<file path="config.mk">
export PLATFORM = sky130hd
export DESIGN_NAME = pipe_hazard_ctrl_flat
export DESIGN_NICKNAME = d
export VERILOG_FILES = /design/src/rtl/pipe_hazard_ctrl_pkg.sv /design/src/rtl/pipe_hazard_ctrl_if.sv /design/src/rtl/pipe_hazard_ctrl_scoreboard.sv /design/src/rtl/pipe_hazard_ctrl.sv /design/src/flat_wrapper.sv
export SDC_FILE = /design/constraint.sdc
export NUM_CORES = 1
export LEC_CHECK = 0
export CORE_MARGIN = 2
export CORE_UTILIZATION = 46
export CTS_CLUSTER_DIAMETER = 50
export CTS_CLUSTER_SIZE = 25
export DETAILED_ROUTE_END_ITERATION = 10
export PLACE_DENSITY = 0.85
export SLEW_MARGIN = 40
export SYNTH_ARGS = -nofsm -noshare
export SYNTH_HDL_FRONTEND = slang
export SYNTH_SLANG_ARGS = --single-unit
</file>
<file path="constraint.sdc">
create_clock -name clk -period 2.5 [get_ports clk]
set_clock_uncertainty 0.05 [all_clocks]
set_input_delay 0.5 -clock clk [delete_from_list [all_inputs] [get_ports clk]]
set_output_delay 0.5 -clock clk [all_outputs]
set_load 0.005 [all_outputs]
</file>
<file path="src/rtl/pipe_hazard_ctrl_pkg.sv">
// Shared types and constants for the pipeline hazard controller.
// Forwarding is compiled in only when PIPE_HAZARD_FWD_EN is defined.
package pipe_hazard_ctrl_pkg;

    localparam int unsigned REG_A_W = 3;
    localparam int unsigned FWD_W   = 2;

    localparam logic [FWD_W-1:0] FWD_REGFILE = 2'b00;
    localparam logic [FWD_W-1:0] FWD_EX      = 2'b01;
    localparam logic [FWD_W-1:0] FWD_WB      = 2'b10;

    typedef enum logic [1:0] {
        RUN   = 2'd0,
        FLUSH = 2'd1,
        HOLD  = 2'd2
    } state_t;

    typedef struct packed {
        logic               valid;
        logic [REG_A_W-1:0] dest;
        logic               is_load;
    } sb_slot_t;

    // EX result is younger than WB, so it wins when both hold the register.
    function automatic logic [FWD_W-1:0] fwd_encode(input logic ex_hit, input logic wb_hit);
        if (ex_hit) begin
            return FWD_EX;
        end
        if (wb_hit) begin
            return FWD_WB;
        end
        return FWD_REGFILE;
    endfunction

endpackage

</file>
<file path="src/rtl/pipe_hazard_ctrl_if.sv">
// Read-stage request and hazard-decision signals between the core and the controller.
interface pipe_hazard_ctrl_if
    import pipe_hazard_ctrl_pkg::*;
#(
    parameter int unsigned REG_A_SIZE = REG_A_W
) ();

    logic [REG_A_SIZE-1:0] src1_rd;
    logic [REG_A_SIZE-1:0] src2_rd;
    logic                  src1_use;
    logic                  src2_use;
    logic [REG_A_SIZE-1:0] dest_reg_rd;
    logic                  reg_we_rd;
    logic                  mem_re_rd;
    logic                  clear;
    logic                  mem_busy;

    logic                  stall_fetch;
    logic                  stall_read;
    logic                  stall_ex;
    logic                  bubble_ex;
    logic                  flush_fetch;
    logic                  flush_read;
    logic [FWD_W-1:0]      fwd_sel1;
    logic [FWD_W-1:0]      fwd_sel2;

    modport master (
        output src1_rd, src2_rd, src1_use, src2_use, dest_reg_rd,
               reg_we_rd, mem_re_rd, clear, mem_busy,
        input  stall_fetch, stall_read, stall_ex, bubble_ex,
               flush_fetch, flush_read, fwd_sel1, fwd_sel2
    );

    modport slave (
        input  src1_rd, src2_rd, src1_use, src2_use, dest_reg_rd,
               reg_we_rd, mem_re_rd, clear, mem_busy,
        output stall_fetch, stall_read, stall_ex, bubble_ex,
               flush_fetch, flush_read, fwd_sel1, fwd_sel2
    );

endinterface

</file>
<file path="src/rtl/pipe_hazard_ctrl_scoreboard.sv">
// Two-slot (EX, WB) in-flight write scoreboard with per-operand match outputs.
module hazard_scoreboard
    import pipe_hazard_ctrl_pkg::*;
#(
    parameter int unsigned REG_A_SIZE = REG_A_W
) (
    input  logic                  clk,
    input  logic                  rst,
    input  logic                  i_hold,
    input  logic                  i_kill,
    input  logic                  i_we,
    input  logic [REG_A_SIZE-1:0] i_dest,
    input  logic                  i_load,
    input  logic [REG_A_SIZE-1:0] i_src1,
    input  logic                  i_use1,
    input  logic [REG_A_SIZE-1:0] i_src2,
    input  logic                  i_use2,
    output logic [1:0]            o_ex_alu_hit,
    output logic                  o_ex_load_hit,
    output logic [1:0]            o_wb_hit
);

    sb_slot_t r_ex;
    sb_slot_t r_wb;
    logic     w_ex_m1;
    logic     w_ex_m2;
    logic     w_unused_wb_load;

    // Slots shift EX->WB each advancing cycle; a killed or bubbled entry enters invalid.
    always_ff @(posedge clk or negedge rst) begin
        if (!rst) begin
            r_ex <= '0;
            r_wb <= '0;
        end else if (!i_hold) begin
            r_wb <= r_ex;
            r_ex <= '{valid:   i_we & ~i_kill,
                      dest:    REG_A_W'(i_dest),
                      is_load: i_load};
        end
    end

    always_comb begin
        w_ex_m1       = i_use1 & r_ex.valid & (r_ex.dest == REG_A_W'(i_src1));
        w_ex_m2       = i_use2 & r_ex.valid & (r_ex.dest == REG_A_W'(i_src2));
        o_ex_alu_hit  = {w_ex_m2 & ~r_ex.is_load, w_ex_m1 & ~r_ex.is_load};
        o_ex_load_hit = r_ex.is_load & (w_ex_m1 | w_ex_m2);
        o_wb_hit[0]   = i_use1 & r_wb.valid & (r_wb.dest == REG_A_W'(i_src1));
        o_wb_hit[1]   = i_use2 & r_wb.valid & (r_wb.dest == REG_A_W'(i_src2));
    end

    // The WB load flag has no consumer; it rides along so the slot mirrors EX.
    assign w_unused_wb_load = r_wb.is_load;

endmodule

</file>
<file path="src/rtl/pipe_hazard_ctrl.sv">
// Execute-stage sequencing: stall, bubble, flush and forwarding decisions.
// Define PIPE_HAZARD_FWD_EN to forward operands; otherwise every RAW hit stalls.
module pipe_hazard_ctrl
    import pipe_hazard_ctrl_pkg::*;
#(
    parameter int unsigned REG_A_SIZE   = REG_A_W,
    parameter int unsigned FLUSH_CYCLES = 2
) (
    input  logic              clk,
    input  logic              rst,
    pipe_hazard_ctrl_if.slave bus
);

    localparam int unsigned CNT_W = (FLUSH_CYCLES > 1) ? $clog2(FLUSH_CYCLES) : 1;
    localparam logic [CNT_W-1:0] CNT_LOAD  = CNT_W'(FLUSH_CYCLES - 1);
    localparam state_t           CLEAR_NXT = (FLUSH_CYCLES > 1) ? FLUSH : RUN;

    state_t           r_state;
    state_t           w_state_nxt;
    state_t           r_saved;
    state_t           w_saved_nxt;
    state_t           w_base;
    logic [CNT_W-1:0] r_cnt;
    logic [CNT_W-1:0] w_cnt_nxt;

    logic             w_sf;
    logic             w_sr;
    logic             w_se;
    logic             w_bb;
    logic             w_ff;
    logic             w_fr;
    logic             w_raw_stall;
    logic [1:0]       w_ex_alu_hit;
    logic             w_ex_load_hit;
    logic [1:0]       w_wb_hit;
    logic [FWD_W-1:0] w_sel1;
    logic [FWD_W-1:0] w_sel2;

    hazard_scoreboard #(
        .REG_A_SIZE (REG_A_SIZE)
    ) u_scoreboard (
        .clk           (clk),
        .rst           (rst),
        .i_hold        (w_se),
        .i_kill        (w_bb | w_fr),
        .i_we          (bus.reg_we_rd),
        .i_dest        (bus.dest_reg_rd),
        .i_load        (bus.mem_re_rd),
        .i_src1        (bus.src1_rd),
        .i_use1        (bus.src1_use),
        .i_src2        (bus.src2_rd),
        .i_use2        (bus.src2_use),
        .o_ex_alu_hit  (w_ex_alu_hit),
        .o_ex_load_hit (w_ex_load_hit),
        .o_wb_hit      (w_wb_hit)
    );

`ifdef PIPE_HAZARD_FWD_EN
    assign w_raw_stall = w_ex_load_hit;
    assign w_sel1      = fwd_encode(w_ex_alu_hit[0], w_wb_hit[0]);
    assign w_sel2      = fwd_encode(w_ex_alu_hit[1], w_wb_hit[1]);
`else
    assign w_raw_stall = (|w_ex_alu_hit) | w_ex_load_hit | (|w_wb_hit);
    assign w_sel1      = FWD_REGFILE;
    assign w_sel2      = FWD_REGFILE;
`endif

    always_ff @(posedge clk or negedge rst) begin
        if (!rst) begin
            r_state <= RUN;
            r_saved <= RUN;
            r_cnt   <= '0;
        end else begin
            r_state <= w_state_nxt;
            r_saved <= w_saved_nxt;
            r_cnt   <= w_cnt_nxt;
        end
    end

    // HOLD only remembers where to resume; decisions are taken against that state.
    assign w_base = (r_state == HOLD) ? r_saved : r_state;

    always_comb begin
        w_state_nxt = r_state;
        w_saved_nxt = r_saved;
        w_cnt_nxt   = r_cnt;
        w_sf        = 1'b0;
        w_sr        = 1'b0;
        w_se        = 1'b0;
        w_bb        = 1'b0;
        w_ff        = 1'b0;
        w_fr        = 1'b0;

        if (bus.mem_busy) begin
            w_sf        = 1'b1;
            w_sr        = 1'b1;
            w_se        = 1'b1;
            w_state_nxt = HOLD;
            w_saved_nxt = w_base;
        end else if (bus.clear) begin
            w_ff        = 1'b1;
            w_fr        = 1'b1;
            w_bb        = 1'b1;
            w_cnt_nxt   = CNT_LOAD;
            w_state_nxt = CLEAR_NXT;
        end else if (w_base == FLUSH) begin
            w_ff        = 1'b1;
            w_fr        = 1'b1;
            w_cnt_nxt   = r_cnt - CNT_W'(1);
            w_state_nxt = (r_cnt == CNT_W'(1)) ? RUN : FLUSH;
        end else begin
            w_state_nxt = RUN;
            if (w_raw_stall) begin
                w_sf = 1'b1;
                w_sr = 1'b1;
                w_bb = 1'b1;
            end
        end
    end

    // Outputs are forced low while reset is held, even if clear or mem_busy are driven.
    assign bus.stall_fetch = w_sf & rst;
    assign bus.stall_read  = w_sr & rst;
    assign bus.stall_ex    = w_se & rst;
    assign bus.bubble_ex   = w_bb & rst;
    assign bus.flush_fetch = w_ff & rst;
    assign bus.flush_read  = w_fr & rst;
    assign bus.fwd_sel1    = w_sel1 & {FWD_W{rst}};
    assign bus.fwd_sel2    = w_sel2 & {FWD_W{rst}};

endmodule

</file>
<file path="src/flat_wrapper.sv">
// flat-port wrapper written by rule: the top's interface ports become plain ports
module pipe_hazard_ctrl_flat import pipe_hazard_ctrl_pkg::*;
#(
    parameter int unsigned REG_A_SIZE   = REG_A_W,
    parameter int unsigned FLUSH_CYCLES = 2
)
  (clk, rst, bus_src1_rd, bus_src2_rd, bus_src1_use, bus_src2_use, bus_dest_reg_rd, bus_reg_we_rd, bus_mem_re_rd, bus_clear, bus_mem_busy, bus_stall_fetch, bus_stall_read, bus_stall_ex, bus_bubble_ex, bus_flush_fetch, bus_flush_read, bus_fwd_sel1, bus_fwd_sel2);
  pipe_hazard_ctrl_if #(.REG_A_SIZE(REG_A_SIZE)) bus_i ();
  input  logic clk;
  input  logic rst;
  input wire logic [$bits(bus_i.src1_rd)-1:0] bus_src1_rd;
  input wire logic [$bits(bus_i.src2_rd)-1:0] bus_src2_rd;
  input wire logic [$bits(bus_i.src1_use)-1:0] bus_src1_use;
  input wire logic [$bits(bus_i.src2_use)-1:0] bus_src2_use;
  input wire logic [$bits(bus_i.dest_reg_rd)-1:0] bus_dest_reg_rd;
  input wire logic [$bits(bus_i.reg_we_rd)-1:0] bus_reg_we_rd;
  input wire logic [$bits(bus_i.mem_re_rd)-1:0] bus_mem_re_rd;
  input wire logic [$bits(bus_i.clear)-1:0] bus_clear;
  input wire logic [$bits(bus_i.mem_busy)-1:0] bus_mem_busy;
  output wire logic [$bits(bus_i.stall_fetch)-1:0] bus_stall_fetch;
  output wire logic [$bits(bus_i.stall_read)-1:0] bus_stall_read;
  output wire logic [$bits(bus_i.stall_ex)-1:0] bus_stall_ex;
  output wire logic [$bits(bus_i.bubble_ex)-1:0] bus_bubble_ex;
  output wire logic [$bits(bus_i.flush_fetch)-1:0] bus_flush_fetch;
  output wire logic [$bits(bus_i.flush_read)-1:0] bus_flush_read;
  output wire logic [$bits(bus_i.fwd_sel1)-1:0] bus_fwd_sel1;
  output wire logic [$bits(bus_i.fwd_sel2)-1:0] bus_fwd_sel2;
  assign bus_i.src1_rd = bus_src1_rd;
  assign bus_i.src2_rd = bus_src2_rd;
  assign bus_i.src1_use = bus_src1_use;
  assign bus_i.src2_use = bus_src2_use;
  assign bus_i.dest_reg_rd = bus_dest_reg_rd;
  assign bus_i.reg_we_rd = bus_reg_we_rd;
  assign bus_i.mem_re_rd = bus_mem_re_rd;
  assign bus_i.clear = bus_clear;
  assign bus_i.mem_busy = bus_mem_busy;
  assign bus_stall_fetch = bus_i.stall_fetch;
  assign bus_stall_read = bus_i.stall_read;
  assign bus_stall_ex = bus_i.stall_ex;
  assign bus_bubble_ex = bus_i.bubble_ex;
  assign bus_flush_fetch = bus_i.flush_fetch;
  assign bus_flush_read = bus_i.flush_read;
  assign bus_fwd_sel1 = bus_i.fwd_sel1;
  assign bus_fwd_sel2 = bus_i.fwd_sel2;
  pipe_hazard_ctrl #(.REG_A_SIZE(REG_A_SIZE), .FLUSH_CYCLES(FLUSH_CYCLES)) u_core (.clk(clk), .rst(rst), .bus(bus_i));
endmodule
</file>
Yosys cells after proc, flatten, opt, wreduce, memory -nomap -nowiden
Index checks and enable logic that the tools add are counted.

operators by class
  reduce and logical (&&, ||, !) cells = 4
  $mul = 0
  add/subtract/negate cells = 1
  mux-type cells = 17
  magnitude comparators = 0
  equal/unequal tests = 6
  bitwise logic cells = 23
  shift operators = 0
  divide/modulo/power cells = 0

operators with widths
  kind                                            count
  bitwise AND 1 bit                               16
  two-way mux 1 bit                               13
  == test 3 bit                                   4
  two-way mux 2 bit                               4
  bitwise OR 1 bit                                4
  OR reduction 2 bit                              2
  NOT 1 bit                                       3
  == test 2 x 1 -> 1 bit (second input constant)  1
  == test 2 bit (second input constant)           1
  AND reduction 2 bit                             1
  nonzero test 2 bit                              1
  subtractor 1 bit (second input constant)        1

storage, ports and cells
  RAM bits = 0
  memory bits (read-only) = 0
  memories kept = 0
  flip-flop bits (word level) = 14
  latch bits = 0

Longest topological paths before layout
Gate-level depths: netlist of the first run.

  word-level depth = 13
  depth in mapped cells = 5
  depth with buffers taken out = 4

Modules after synthesis
Synthesis of the first run repeated with hierarchy kept, for this count alone.

second synthesis, totals
  cell total of the unflattened synthesis = 82
  area, all modules = 862.1 sq um

by module, submodules not included
  module             area each (sq um)  cells an instance  instances  sequential area each (sq um)
  hazard_scoreboard  508.0              44                 1          225.2
  pipe_hazard_ctrl   354.1              38                 1          125.1

Worst setup path before layout of the first run
No wires, ideal clock.

  kind = in2out
  start point = in bus_src1_rd[2]
  end point = out bus_stall_read
  cell stages on the path = 5
  data required time = 1.950 ns
  setup slack = 0.554 ns
  arrival = 1.396 ns
  cell sequence = xor2_1 nor4_1 nor4_2 o21bai_1 buf_4

between the ends
  longest elaborated chain between the ends = 11
  elaborated cells between the ends (all ways) = 16
  classes of those cells = eq/ne (2); mux (4); bitwise (8); reduce/logical (2)

RTL lines
  item                                                            line                                                                  text
  start: declaration                                              flat_wrapper.sv:11                                                    input wire logic [$bits(bus_i.src1_rd)-1:0] bus_src1_rd;
  == test 3 bit                                                   pipe_hazard_ctrl_scoreboard.sv:43                                     w_ex_m1 = i_use1 & r_ex.valid & (r_ex.dest == REG_A_W'(i_src1));
  bitwise AND 1 bit                                               pipe_hazard_ctrl_scoreboard.sv:43
  bitwise AND 1 bit / bitwise OR 1 bit (equally long branches)    pipe_hazard_ctrl_scoreboard.sv:45, pipe_hazard_ctrl_scoreboard.sv:46
  OR reduction 2 bit / bitwise AND 1 bit (equally long branches)  pipe_hazard_ctrl.sv:63, pipe_hazard_ctrl_scoreboard.sv:46
  bitwise OR 1 bit                                                pipe_hazard_ctrl.sv:63                                                assign w_raw_stall = (|w_ex_alu_hit) | w_ex_load_hit | (|w_wb_hit);
  bitwise OR 1 bit *                                              pipe_hazard_ctrl.sv:63
  two-way mux 1 bit * (4 in series)                               --
  bitwise AND 1 bit *                                             --
  end: declaration                                                flat_wrapper.sv:21                                                    output wire logic [$bits(bus_i.stall_read)-1:0] bus_stall_read;

Mark *: on every way between the ends. The rest lies on a longest branch, timed or not.

Worst setup path after layout of the first run
  start point = in bus_src2_use
  end point = out bus_bubble_ex

between the ends
  longest elaborated chain between the ends = 11
  elaborated cells between the ends (all ways) = 16
  classes of those cells = mux (4); bitwise (10); reduce/logical (2)

RTL lines
  item                                                            line                                                                  text
  start: declaration                                              flat_wrapper.sv:14                                                    input wire logic [$bits(bus_i.src2_use)-1:0] bus_src2_use;
  bitwise AND 1 bit (2 in series)                                 pipe_hazard_ctrl_scoreboard.sv:44                                     w_ex_m2 = i_use2 & r_ex.valid & (r_ex.dest == REG_A_W'(i_src2));
  bitwise AND 1 bit / bitwise OR 1 bit (equally long branches)    pipe_hazard_ctrl_scoreboard.sv:45, pipe_hazard_ctrl_scoreboard.sv:46
  OR reduction 2 bit / bitwise AND 1 bit (equally long branches)  pipe_hazard_ctrl.sv:63, pipe_hazard_ctrl_scoreboard.sv:46
  bitwise OR 1 bit                                                pipe_hazard_ctrl.sv:63
  bitwise OR 1 bit *                                              pipe_hazard_ctrl.sv:63
  two-way mux 1 bit *                                             pipe_hazard_ctrl.sv:113                                               if (w_raw_stall) begin
  two-way mux 1 bit *                                             pipe_hazard_ctrl.sv:106                                               end else if (w_base == FLUSH) begin
  two-way mux 1 bit *                                             pipe_hazard_ctrl.sv:100                                               end else if (bus.clear) begin
  two-way mux 1 bit *                                             pipe_hazard_ctrl.sv:94                                                if (bus.mem_busy) begin
  bitwise AND 1 bit *                                             pipe_hazard_ctrl.sv:125                                               assign bus.bubble_ex = w_bb & rst;
  end: declaration                                                flat_wrapper.sv:23                                                    output wire logic [$bits(bus_i.bubble_ex)-1:0] bus_bubble_ex;

Marks and branches as above.

==> metrics, run 1 <==
Port Buffers 21; commonest non-fill, non-tap cell in the layout buf_4; Post-Route Utilization 0.716; Tmin final about 2.4 ns; CTS Sinks 13; # setup viols final 0; worst reg2reg setup slack between 0.8 and 0.9 ns; DRC 0; worst r2r src u_core.r_state[0]; Initial Util 0.500; first-pass GRT wire length roughly 2900 µm; Yosys top cell by area dfrtp_1; layout cell share with drive strength beyond 1 0.333; WP data required just under 2 ns; clk slew on worst S/H paths roughly 0.080 ns; PD cells about 500 nW/µm²; DIE HEIGHT between 40 and 50 µm; Critical-path top delay cell clkdlybuf4s50_1; run status finished clean; Arr. time, crit path between 1.5 and 2 ns; biggest cell delay along the critical path around 0.47 ns; Syn-to-layout area delta 43.2%; WL final about 1800 µm; First-pass DRT Iterations 4; Cell variety after synth 23; Core Box Area between 1500 and 2000 µm²; fin. max-slew vios 0; Cell Count, Final, Fillers Out between 100 and 150; hold buffer count at cts 0; YS warnings 0; CP max FO 3; FF-to-FF End u_core.r_cnt; Netlist Area Pre-Place slightly below 800 µm²; DR iter-0 viols 8; FMAX around 400 MHz; ANT nets after route 0; CP dominant cell by count nor4_2; crit path cell chain clkdlybuf4s50_1, nand2_1, nor4_2, nor4_2, buf_4, o21ai_1, buf_2; Ports 27; sequential share of the synthesized area 0.422; Via density 5.31; RSZ-0062 raised after global routing false; critical path type input port to output port; RePlAce Congestion roughly 0.77; Antenna diodes 0; pin count of the biggest net entering global routing 9; most frequent cells in the layout 14 x buf_4, 13 x dfrtp_1, 12 x xor2_1; gr usage total 0.209; H-tree Lvls 1; Vias 658; flops & latches, synth 13; final worst slack around 0.071 ns; Final HPWL DP around 1400 µm; top cell type's share of synthesized area 0.422; Placement Rows 14; Synth area leaders dfrtp_1 42%, xor2_1 14%, mux2_2 10%, buf_4 5.8%, nand2_1 3.9%; Clock Path Buffers 2; Die W approximately 45 µm; vias in the first global route around 660; Period Utilization, post-route 0.972; antenna violations before repair 0; Avg WL per Cell about 15 µm; cells after synthesis 74; CTS tree yes; hold depth 1; Final Hold Fails 0; maximum VDD drop 374 µV; clk_lat worst skew ~0.26 ns; die footprint 2020 µm²; Hold WC Path Type flip-flop to flip-flop; hold endpoint u_core.r_cnt; max cap viols 0; placed cells roughly 120; CP Launch Point bus_src2_use; hold slack ~0.46 ns; R2R depth 6; Syn Area/Cell between 10 and 15 µm²; CP startpoint kind input port; CTS Buf Count 3; DP Worst Slack -0.524 ns; Crit. End Element output port; total grt overflow 0; final-stage net count roughly 130; Design Power about 550 µW; Hold Path Origin u_core.r_cnt; clk root buf clkbuf_4; LEAKAGE between 0.5 and 0.6 nW
[metrics by stage]
| step | cell area (µm²) | setup TNS, ns |
|---|---|---|
| after floorplan | 782 | 0 |
| after global placement | 1050 | -1.29 |
| after detailed placement | 1050 | -1.61 |
| after global routing | 1100 | 0 |
| final | 1100 | 0 |
| after CTS | 1080 | 0 |
[routing by layer]
metal | global-route usage | wire length [µm]
met1 | 0.250 | 750
met2 | 0.383 | 1010
met3 | 0.0360 | 63
met4 | 0.0529 | 17
met5 | 0 | 0
[worst max-delay path: cells and delay by family]
family / cells / cell delay, ns
simple gates: 3 / 0.46
buf+inv: 3 / 0.77
compound gates: 1 / 0.15
[area by class of cell]
type	instances	area, µm²
multi-input cells	55	433
flip-flops and latches	13	325
repair buffers	35	295
inverters	1	3.75
fillers	124	438
well taps	16	20.0
clock buffers	4	26.3
[how the worst max path moves through the flow]
| stage | end | slack [ns] | depth (start not counted) |
|---|---|---|---|
| 2_1_floorplan | bus_stall_read | 0.55 | 5 |
| 3_3_place_gp | bus_stall_fetch | -0.41 | 7 |
| 3_5_place_dp | bus_bubble_ex | -0.52 | 7 |
| 4_1_cts | bus_flush_read | 0.003 | 6 |
| 5_1_grt | bus_bubble_ex | 0.01 | 7 |
| 6_report | bus_bubble_ex | 0.07 | 7 |
[where the power goes]
part           internal (mW)  switching, mW  leakage [nW]
registers              0.239         0.0316         0.158
logic                 0.0892         0.0682         0.351
clock network         0.0616         0.0635        0.0150
[cell usage after synthesis]
cell type and number:
and2_1 3, mux2_1 1, nand2b_1 1, a311oi_2 1, a32o_1 1, nor2_1 1
nor2b_1 3, o21bai_1 1, buf_4 6, o21ai_0 1, nor4_1 4, nor2_2 1
nand3_1 2, a22o_1 1, nor4_2 1, a21oi_1 2, nand2_1 8, buf_2 2
dfrtp_1 13, xor2_1 12, inv_1 1, mux2_2 7, conb_1 1
[sequential cells by signal, indices dropped and copies added, names as in the netlist]
name / count
u_core.u_scoreboard.r_wb: 4
u_core.u_scoreboard.r_ex: 4
u_core.r_state: 2
u_core.r_cnt: 1
u_core.r_saved: 2
[cells by family after synthesis]
kind of cell | synth area share
flops | 0.422
mux | 0.117
buf+inv | 0.0763
xor+xnor | 0.136
other cells | 0.00487
simple gates | 0.170
compound gates | 0.0730
[what timing repair did]
action,in CTS,in global routing
gates resized for setup,25,5
buffers inserted,1,1
pin swaps,7,3
setup endpoints to repair,5,4
No activity file was read; power rests on OpenSTA's default activity.
==> inputs of run 2 (changes only) <==
CORE_UTILIZATION = 40   (was 46)
PLACE_DENSITY = 0.76   (was 0.85)
==> metrics, run 2 (synthesis results as in run 1) <==
commonest non-fill, non-tap cell in the layout buf_4; CP startpoint kind input port; PD cells between 400 and 500 nW/µm²; CP max FO 4; Hold WC Path Type flip-flop to flip-flop; FF/Latch Area 325 µm²; pin count of the biggest net entering global routing 10; antenna violations before repair 0; DRC 0; Period Utilization, post-route 0.976; Die W 47.9 µm; DP Worst Slack -0.480 ns; Hold Path Origin u_core.r_cnt; clk root buf clkbuf_4; CTS Sinks 13; Final Hold Fails 0; Syn-to-layout area delta 51.5%; hold slack approximately 0.44 ns; Antenna diodes 0; final-stage net count between 100 and 150; DRT met1 WL ~720 µm; DIE HEIGHT approximately 48 µm; Placed Area 1040 µm²; WP data required ~2.0 ns; Crit. End Element output port; Core Box Area about 1800 µm²; critical path type input port to output port; area of the multi-input gates 458 µm²; layout cell share with drive strength beyond 1 0.360; CTS tree yes; RePlAce Congestion ~0.77; Critical-path top delay cell clkdlybuf4s50_1; final worst slack around 0.06 ns; Arr. time, crit path around 1.9 ns; DR WL met2 952 µm; Port Buffers 21; WL final 1790 µm; CP Launch Point rst; RSZ-0062 raised after global routing false; DR iter-0 viols 8; worst r2r src u_core.r_state[0]; worst reg2reg setup slack about 0.8 ns; Initial Util 0.437; Vias approximately 640; # setup viols final 0; first-pass GRT wire length around 2800 µm; fin. max-slew vios 0; die footprint 2290 µm²; Avg WL per Cell 13.2 µm; vias in the first global route 629; Top Registers u_core.u_scoreboard.r_ex: 4 flops, u_core.u_scoreboard.r_wb: 4 flops; Tmin final 2.44 ns; maximum VDD drop 270 µV; LEAKAGE approximately 0.54 nW; Final Cell Area 1170 µm²; Via density around 4.7; Ports 27; FMAX a little over 400 MHz; total grt overflow 0; H-tree Lvls 1; max cap viols 0; Clock Path Buffers 2; gr usage total 0.185; Placement Rows 15; clk slew on worst S/H paths 0.08 ns; Final HPWL DP roughly 1300 µm; most frequent cells in the layout 17 x buf_4, 13 x dfrtp_1, 10 x xor2_1, 9 x clkdlybuf4s50_1, 8 x nand2_1; fill cell count 147; crit path cell chain clkdlybuf4s50_1, buf_4, and2_1, buf_4, clkdlybuf4s50_1; First-pass DRT Iterations 4; run status finished clean; ANT nets after route 0; biggest cell delay along the critical path roughly 0.52 ns; uppermost layer routed met4; clk_lat worst skew between 0.2 and 0.3 ns; met3 wire length 87 µm; CTS Buf Count 3
==> run 2: changes by cell type in the layout (fill, tap and decap cells not counted), sizes merged <==
cell and change:
buf +3, dlygate4sd2 -2, clkdlybuf4s50 +1, dlymetal6s2s +1
==> run 2: critical path: cells and delay by family <==
| family | cells | cell delay [ns] |
|---|---|---|
| buffers and inverters | 4 | 1.24 |
| and+or+nand+nor | 1 | 0.14 |
==> run 2: routing by layer <==
metal	vias to the layer above	track usage
met5	-	0
met4	0	0.0811
met3	4	0.0453
met2	18	0.309
met1	307	0.224
li1	314	-
==> run 2: where the power goes <==
part / switching, mW / internal, mW / total [mW]
clock network: 0.0676 / 0.0619 / 0.130
registers: 0.0294 / 0.239 / 0.269
logic: 0.0733 / 0.0987 / 0.172
total: 0.170 / 0.400 / 0.570
==> run 2: timing repair <==
item,4_1_cts,5_1_grt
endpoints found under the setup margin,5,3
hold buffers,0,0
setup buffers,7,1
resized for setup,23,7
pin swaps,6,6
==> run 2: layout make-up <==
type,instances,area share
multi-input cells,55,0.392
flip-flops and latches,13,0.279
repair buffers,38,0.277
well taps,25,0.0268
clock buffers,4,0.0225
inverters,1,0.00322
==> run 2: final timing paths <==
| kind | depth (start not counted) | end |
|---|---|---|
| hold / removal | 1 | u_core.r_cnt |
| min in group asynchronous | 2 | u_core.r_saved[0] |
| max in group asynchronous | 3 | u_core.u_scoreboard.r_ex[2] |
| setup reg to reg | 7 | u_core.r_cnt |
| hold reg to reg | 1 | u_core.r_cnt |
| setup / recovery | 5 | bus_stall_ex |
==> run 2: per-stage QoR <==
step	std cells	TNS [ns]	util	total power [mW]
detailed placement	124	-1.45	0.587	0.411
finish	136	0	0.662	0.570
CTS	135	0	0.633	0.564
floorplan	77	0	-	0.346
global placement	124	-1.15	0.587	0.406
global route	136	0	0.662	0.604
